==> config.mk <==
export PLATFORM = sky130hd
export DESIGN_NAME = svm_feature_loader
export DESIGN_NICKNAME = d
export VERILOG_FILES = /design/src/rtl/svm_feature_loader.sv
export SDC_FILE = /design/constraint.sdc
export NUM_CORES = 2
export LEC_CHECK = 0
export ABC_AREA = 1
export CAP_MARGIN = 20
export CORE_AREA = 2 2 774 776
export DETAILED_ROUTE_END_ITERATION = 12
export DIE_AREA = 0 0 776 778
export PLACE_DENSITY = 0.34
export REMOVE_ABC_BUFFERS = 1
export SLEW_MARGIN = 20
export SYNTH_ARGS = -nofsm -noshare
export SYNTH_HDL_FRONTEND = slang
export SYNTH_SLANG_ARGS = --single-unit
==> constraint.sdc <==
create_clock -name clk -period 2.97 [get_ports clk]
set_input_delay 0.594 -clock clk [delete_from_list [all_inputs] [get_ports clk]]
set_output_delay 0.594 -clock clk [all_outputs]
set_load 0.005 [all_outputs]
==> src/rtl/svm_feature_loader.sv <==
// svm_feature_loader
// Streams raw signed samples in, quantizes each to NBITS (round-half-up,
// saturating) and builds an F_WIDTH-element feature vector. A complete frame
// is then offered to the classifier twice: valence first (out_sel=0), then
// arousal (out_sel=1). The vector is held stable across both transactions.
module svm_feature_loader #(
    parameter int NBITS       = 9,
    parameter int RAW_BITS    = 16,
    parameter int SHIFT       = 7,
    parameter int F_WIDTH     = 214,
    parameter int LOG_F_WIDTH = $clog2(F_WIDTH)
) (
    input  logic                      clk,
    input  logic                      rst,
    input  logic                      raw_valid,
    output logic                      raw_ready,
    input  logic [RAW_BITS-1:0]       raw_feature,
    input  logic                      raw_last,
    output logic [NBITS*F_WIDTH-1:0]  out_features,
    output logic                      out_sel,
    output logic                      fout_valid,
    input  logic                      fout_ready,
    output logic                      len_err,
    output logic [15:0]               frames_sent
);

    typedef enum logic [1:0] {
        FILL   = 2'd0,
        SEND_V = 2'd1,
        SEND_A = 2'd2
    } state_t;

    // Rounding offset and saturation bounds, all at the widened sum width.
    localparam logic signed [RAW_BITS:0] ROUND = (RAW_BITS+1)'(2**(SHIFT-1));
    localparam logic signed [RAW_BITS:0] Q_MAX = (RAW_BITS+1)'(2**(NBITS-1) - 1);
    localparam logic signed [RAW_BITS:0] Q_MIN = (RAW_BITS+1)'(-(2**(NBITS-1)));
    localparam logic [LOG_F_WIDTH-1:0]   LAST_IDX = LOG_F_WIDTH'(F_WIDTH - 1);

    state_t                   state_reg;
    state_t                   state_next;
    logic [LOG_F_WIDTH-1:0]   cnt_reg;
    logic                     len_err_reg;
    logic [15:0]              frames_sent_reg;
    logic [NBITS-1:0]         feat_reg [F_WIDTH];

    logic                     raw_fire;
    logic                     fout_fire;
    logic                     at_last;
    logic signed [RAW_BITS:0] sum;
    logic signed [RAW_BITS:0] q;
    logic [NBITS-1:0]         q_sat;

    assign raw_fire  = raw_valid && raw_ready;
    assign fout_fire = fout_valid && fout_ready;
    assign at_last   = (cnt_reg == LAST_IDX);

    // Quantizer: add half an LSB (sign-extended, one extra bit so it cannot
    // overflow), floor-shift, then clamp into the signed NBITS range.
    always_comb begin
        sum = $signed({raw_feature[RAW_BITS-1], raw_feature}) + ROUND;
        q   = sum >>> SHIFT;
        if (q > Q_MAX) begin
            q_sat = Q_MAX[NBITS-1:0];
        end else if (q < Q_MIN) begin
            q_sat = Q_MIN[NBITS-1:0];
        end else begin
            q_sat = q[NBITS-1:0];
        end
    end

    // State register.
    always_ff @(posedge clk) begin
        if (rst) begin
            state_reg <= FILL;
        end else begin
            state_reg <= state_next;
        end
    end

    // Next-state logic: a frame ends when the last index is written, whether or
    // not raw_last agreed; each send state waits for its own classifier fire.
    always_comb begin
        state_next = state_reg;
        case (state_reg)
            FILL:    if (raw_fire && at_last) state_next = SEND_V;
            SEND_V:  if (fout_ready)          state_next = SEND_A;
            SEND_A:  if (fout_ready)          state_next = FILL;
            default:                          state_next = FILL;
        endcase
    end

    // Output decode: handshake signals depend on state only, never on fout_ready.
    always_comb begin
        raw_ready  = (state_reg == FILL) && !rst;
        fout_valid = (state_reg == SEND_V) || (state_reg == SEND_A);
        out_sel    = (state_reg == SEND_A);
    end

    // Index counter, length-error pulse and completed-frame counter. An early
    // raw_last drops the frame (counter back to 0); a missing raw_last on the
    // final index is flagged but the frame still goes out.
    always_ff @(posedge clk) begin
        if (rst) begin
            cnt_reg         <= '0;
            len_err_reg     <= 1'b0;
            frames_sent_reg <= '0;
        end else begin
            len_err_reg <= raw_fire && (at_last ^ raw_last);
            if (raw_fire) begin
                if (at_last || raw_last) begin
                    cnt_reg <= '0;
                end else begin
                    cnt_reg <= cnt_reg + 1'b1;
                end
            end
            if (fout_fire && (state_reg == SEND_A)) begin
                frames_sent_reg <= frames_sent_reg + 16'd1;
            end
        end
    end

    // One register per feature slot, written only while filling, so the vector
    // cannot change while a transaction is being offered.
    generate
        for (genvar gi = 0; gi < F_WIDTH; gi++) begin : g_feat
            // Capture the quantized sample when the fill index points here.
            always_ff @(posedge clk) begin
                if (rst) begin
                    feat_reg[gi] <= '0;
                end else if (raw_fire && (cnt_reg == LOG_F_WIDTH'(gi))) begin
                    feat_reg[gi] <= q_sat;
                end
            end
            assign out_features[gi*NBITS +: NBITS] = feat_reg[gi];
        end
    endgenerate

    assign len_err     = len_err_reg;
    assign frames_sent = frames_sent_reg;

endmodule

==> qor.yml <==
status: "complete, no violations"
crit_required_ns: 3.56
syn_area_mm2: 0.0727
worst_ir_drop_vdd_mv: 0.520
internal_power_w: 0.0522
finalClockSkew_ns: 0.0706
holdCritPathClass: "reg -> reg"
design_area_mm2: 0.119
drt_first_pass_iters: 7
finalSetupTns_ns: 0
crit_type: "reg -> reg"
rsz0062_at_grt: "false"
drv_slew: 0
io_buffers: 1960
ant_nets: 0
dp_cells: 15300
setup_violations: 0
endpoint_kind: "flop"
antenna_found_initial: 49
relSlewSlack_pct: 39.5
yosysSeqAreaShare_pct: 80.3
ys_warn_count: 0
maxCapViolCount: 0
ys_seq_elements: 1953
vias_per_cell: 3.39
cts_tree: "done"
arrival_ns: 3.35
synth_area_leader_cell: "edfxtp_1"
worst_slew_pin_slew_ns: 0.907
async_reset_ff_share_pct: 0
die_h_um: 778
syn_area_per_cell_um2: 14.6
swShare_pct: 25.0
startpoint_type: "flop"
clockBufferDepth: 4
mostFrequentLayoutCells: "clkdlybuf4s50_1, edfxtp_1, a21oi_1"
chipWidth_um: 776
dp_hpwl_um: 312000
wl_per_cell_um: 25.8
core-area_mm2: 0.596
overflow: 0
cts.sinks: 1953
fin_crit_ns: 2.77
synth_edf_count: 1926
seq_power_share_pct: 45.8
p_leak_nw: 41.4
worstSkewPairLatency_ns: 0.92
cellPowerDensity_mw_per_mm2: 583
grt_pass1_vias: 54900
die_area_mm2: 0.604
period_share_pct: 93.1
synth_area_leaders: "edfxtp_1, a21oi_1, nor2_1, nor2_2, nand2_1"
start_util_pct: 12.2
numCtsBuffers: 243
synthCells: 4970
largest_reg_flops: 1926
totalWireLength_um: 407000
yosysUniqueCellTypes: 30
p_total_w: 0.0696
grt_use_total_pct: 12.8
via_count: 53500
placed_cell_area_mm2: 0.111
pre_cts_ws_ns: -1.21
grt_max_degree: 85
clk_pin_slew_ns: 0.06
hold_viol: 0
fmax_mhz: 362
fillerInstances: 64200
grt_pass1_wl_um: 530000
cts_root_buf: "clkbuf_16"
drive_gt1_share_pct: 20.4
synth_top_area_share_pct: 79.6
comb_power_share_pct: 10.8
finalNetCount: 7722
final-instance-count-excl-fill: 15800
drcViolationCount: 0
cts_hold_buf: 0
area_delta_synth_final_pct: 64.2
htree_levels: 4
clkPwrFrac_pct: 43.4
gp_congestion: 0.808
drt_iter0_drc: 3372
rows: 284
final_common_cell: "clkdlybuf4s50_1"
setup_slack_ns: 0.205
ioPinCount: 1967
critPathMaxFanout: 11
synth_flop_cell: "edfxtp_1"
power.switching_w: 0.0174
## layout make-up
cell class | instances | area, um2 | area share, %
multi-input combinational | 2582 | 12400 | 10.4
tap | 7865 | 9840 | 8.25
inverter | 49 | 191 | 0.160
sequential | 1953 | 58400 | 48.9
clock buffer | 283 | 6230 | 5.22
antenna | 5 | 12.5 | 0.0105
timing repair buffer | 2860 | 30500 | 25.6
clock inverter | 170 | 1750 | 1.47
## through the flow
stage | hold slack, ns | utilization (%)
5_1_grt | 0.448 | 20.0
4_1_cts | 0.385 | 20.0
2_1_floorplan | 0.462 | -
3_3_place_gp | 0.472 | 18.7
3_5_place_dp | 0.482 | 18.7
6_report | 0.493 | 20.0
## timing repair
item                       4_1_cts  5_1_grt
resized for setup               16        2
pin swaps                        2        0
buffers inserted                 3        0
gates cloned                     0        0
setup endpoints to repair     1078       70
## cell families after synthesis
kind of cell | after synthesis | synth area share [%]
fa+ha+maj | 12 | 0.207
buf+inv | 435 | 3.08
flops | 1953 | 80.3
simple gates | 1464 | 8.73
compound gates | 1100 | 7.58
xor+xnor | 6 | 0.0723
## synthesized netlist by cell type (2+ instances only)
cell type  instances
nand3_2            2
buf_2            189
and2_1             3
edfxtp_1        1926
a21oi_1         1085
nand3_1           17
nor2_2           302
clkbuf_1         129
nand2_2            3
dfxtp_1           27
nor2_1           627
inv_1             48
nand2_1          496
xnor2_1            2
xor2_1             4
nor3_1             3
buf_1             19
ha_1              12
buf_6             49
nand4_1            6
o21ai_0           12
## worst paths after layout
kind / slack (ns) / end / start / depth (start not counted)
worst max register to register: 0.20 / feat_reg[0][220]$_SDFFCE_PN0P_ / state_reg[0]$_SDFFE_PP0P_ / 11
worst min register to register: 0.49 / frames_sent[10]$_SDFFE_PP0P_ / frames_sent[10]$_SDFFE_PP0P_ / 2
worst min-delay path: 0.49 / frames_sent[10]$_SDFFE_PP0P_ / frames_sent[10]$_SDFFE_PP0P_ / 2
worst max-delay path: 0.20 / feat_reg[0][220]$_SDFFCE_PN0P_ / state_reg[0]$_SDFFE_PP0P_ / 11
## worst max-delay path, stage by stage, from the launching register on
cell     delay [ns]
dfxtp_1        0.36
inv_2          0.12
ha_4           0.18
nand3_4        0.18
buf_12         0.20
buf_4          0.12
buf_4          0.20
nor2_4         0.18
buf_12         0.19
nand2_1        0.29
nand2_2        0.20
buf_12         0.16
## power groups by stage
stage / Clock, W / Sequential [W] / Combinational (W)
after CTS: 0.0312 / 0.0319 / 0.00772
final: 0.0302 / 0.0319 / 0.00751
after detailed placement: 0 / 0.0325 / 0.00768
after global placement: 0 / 0.0325 / 0.00768
after floorplan: 0 / 0.0325 / 0.00125
after global routing: 0.0322 / 0.0320 / 0.00787
## routing by layer
metal	wire length (um)	vias to the layer above	global-route usage, %
met5	97	-	0
met4	12900	14	3.71
met3	36100	430	4.46
met2	198000	2227	22.1
met1	160000	27400	15.1
li1	-	23400	-
No activity file was read; power rests on OpenSTA's default activity.
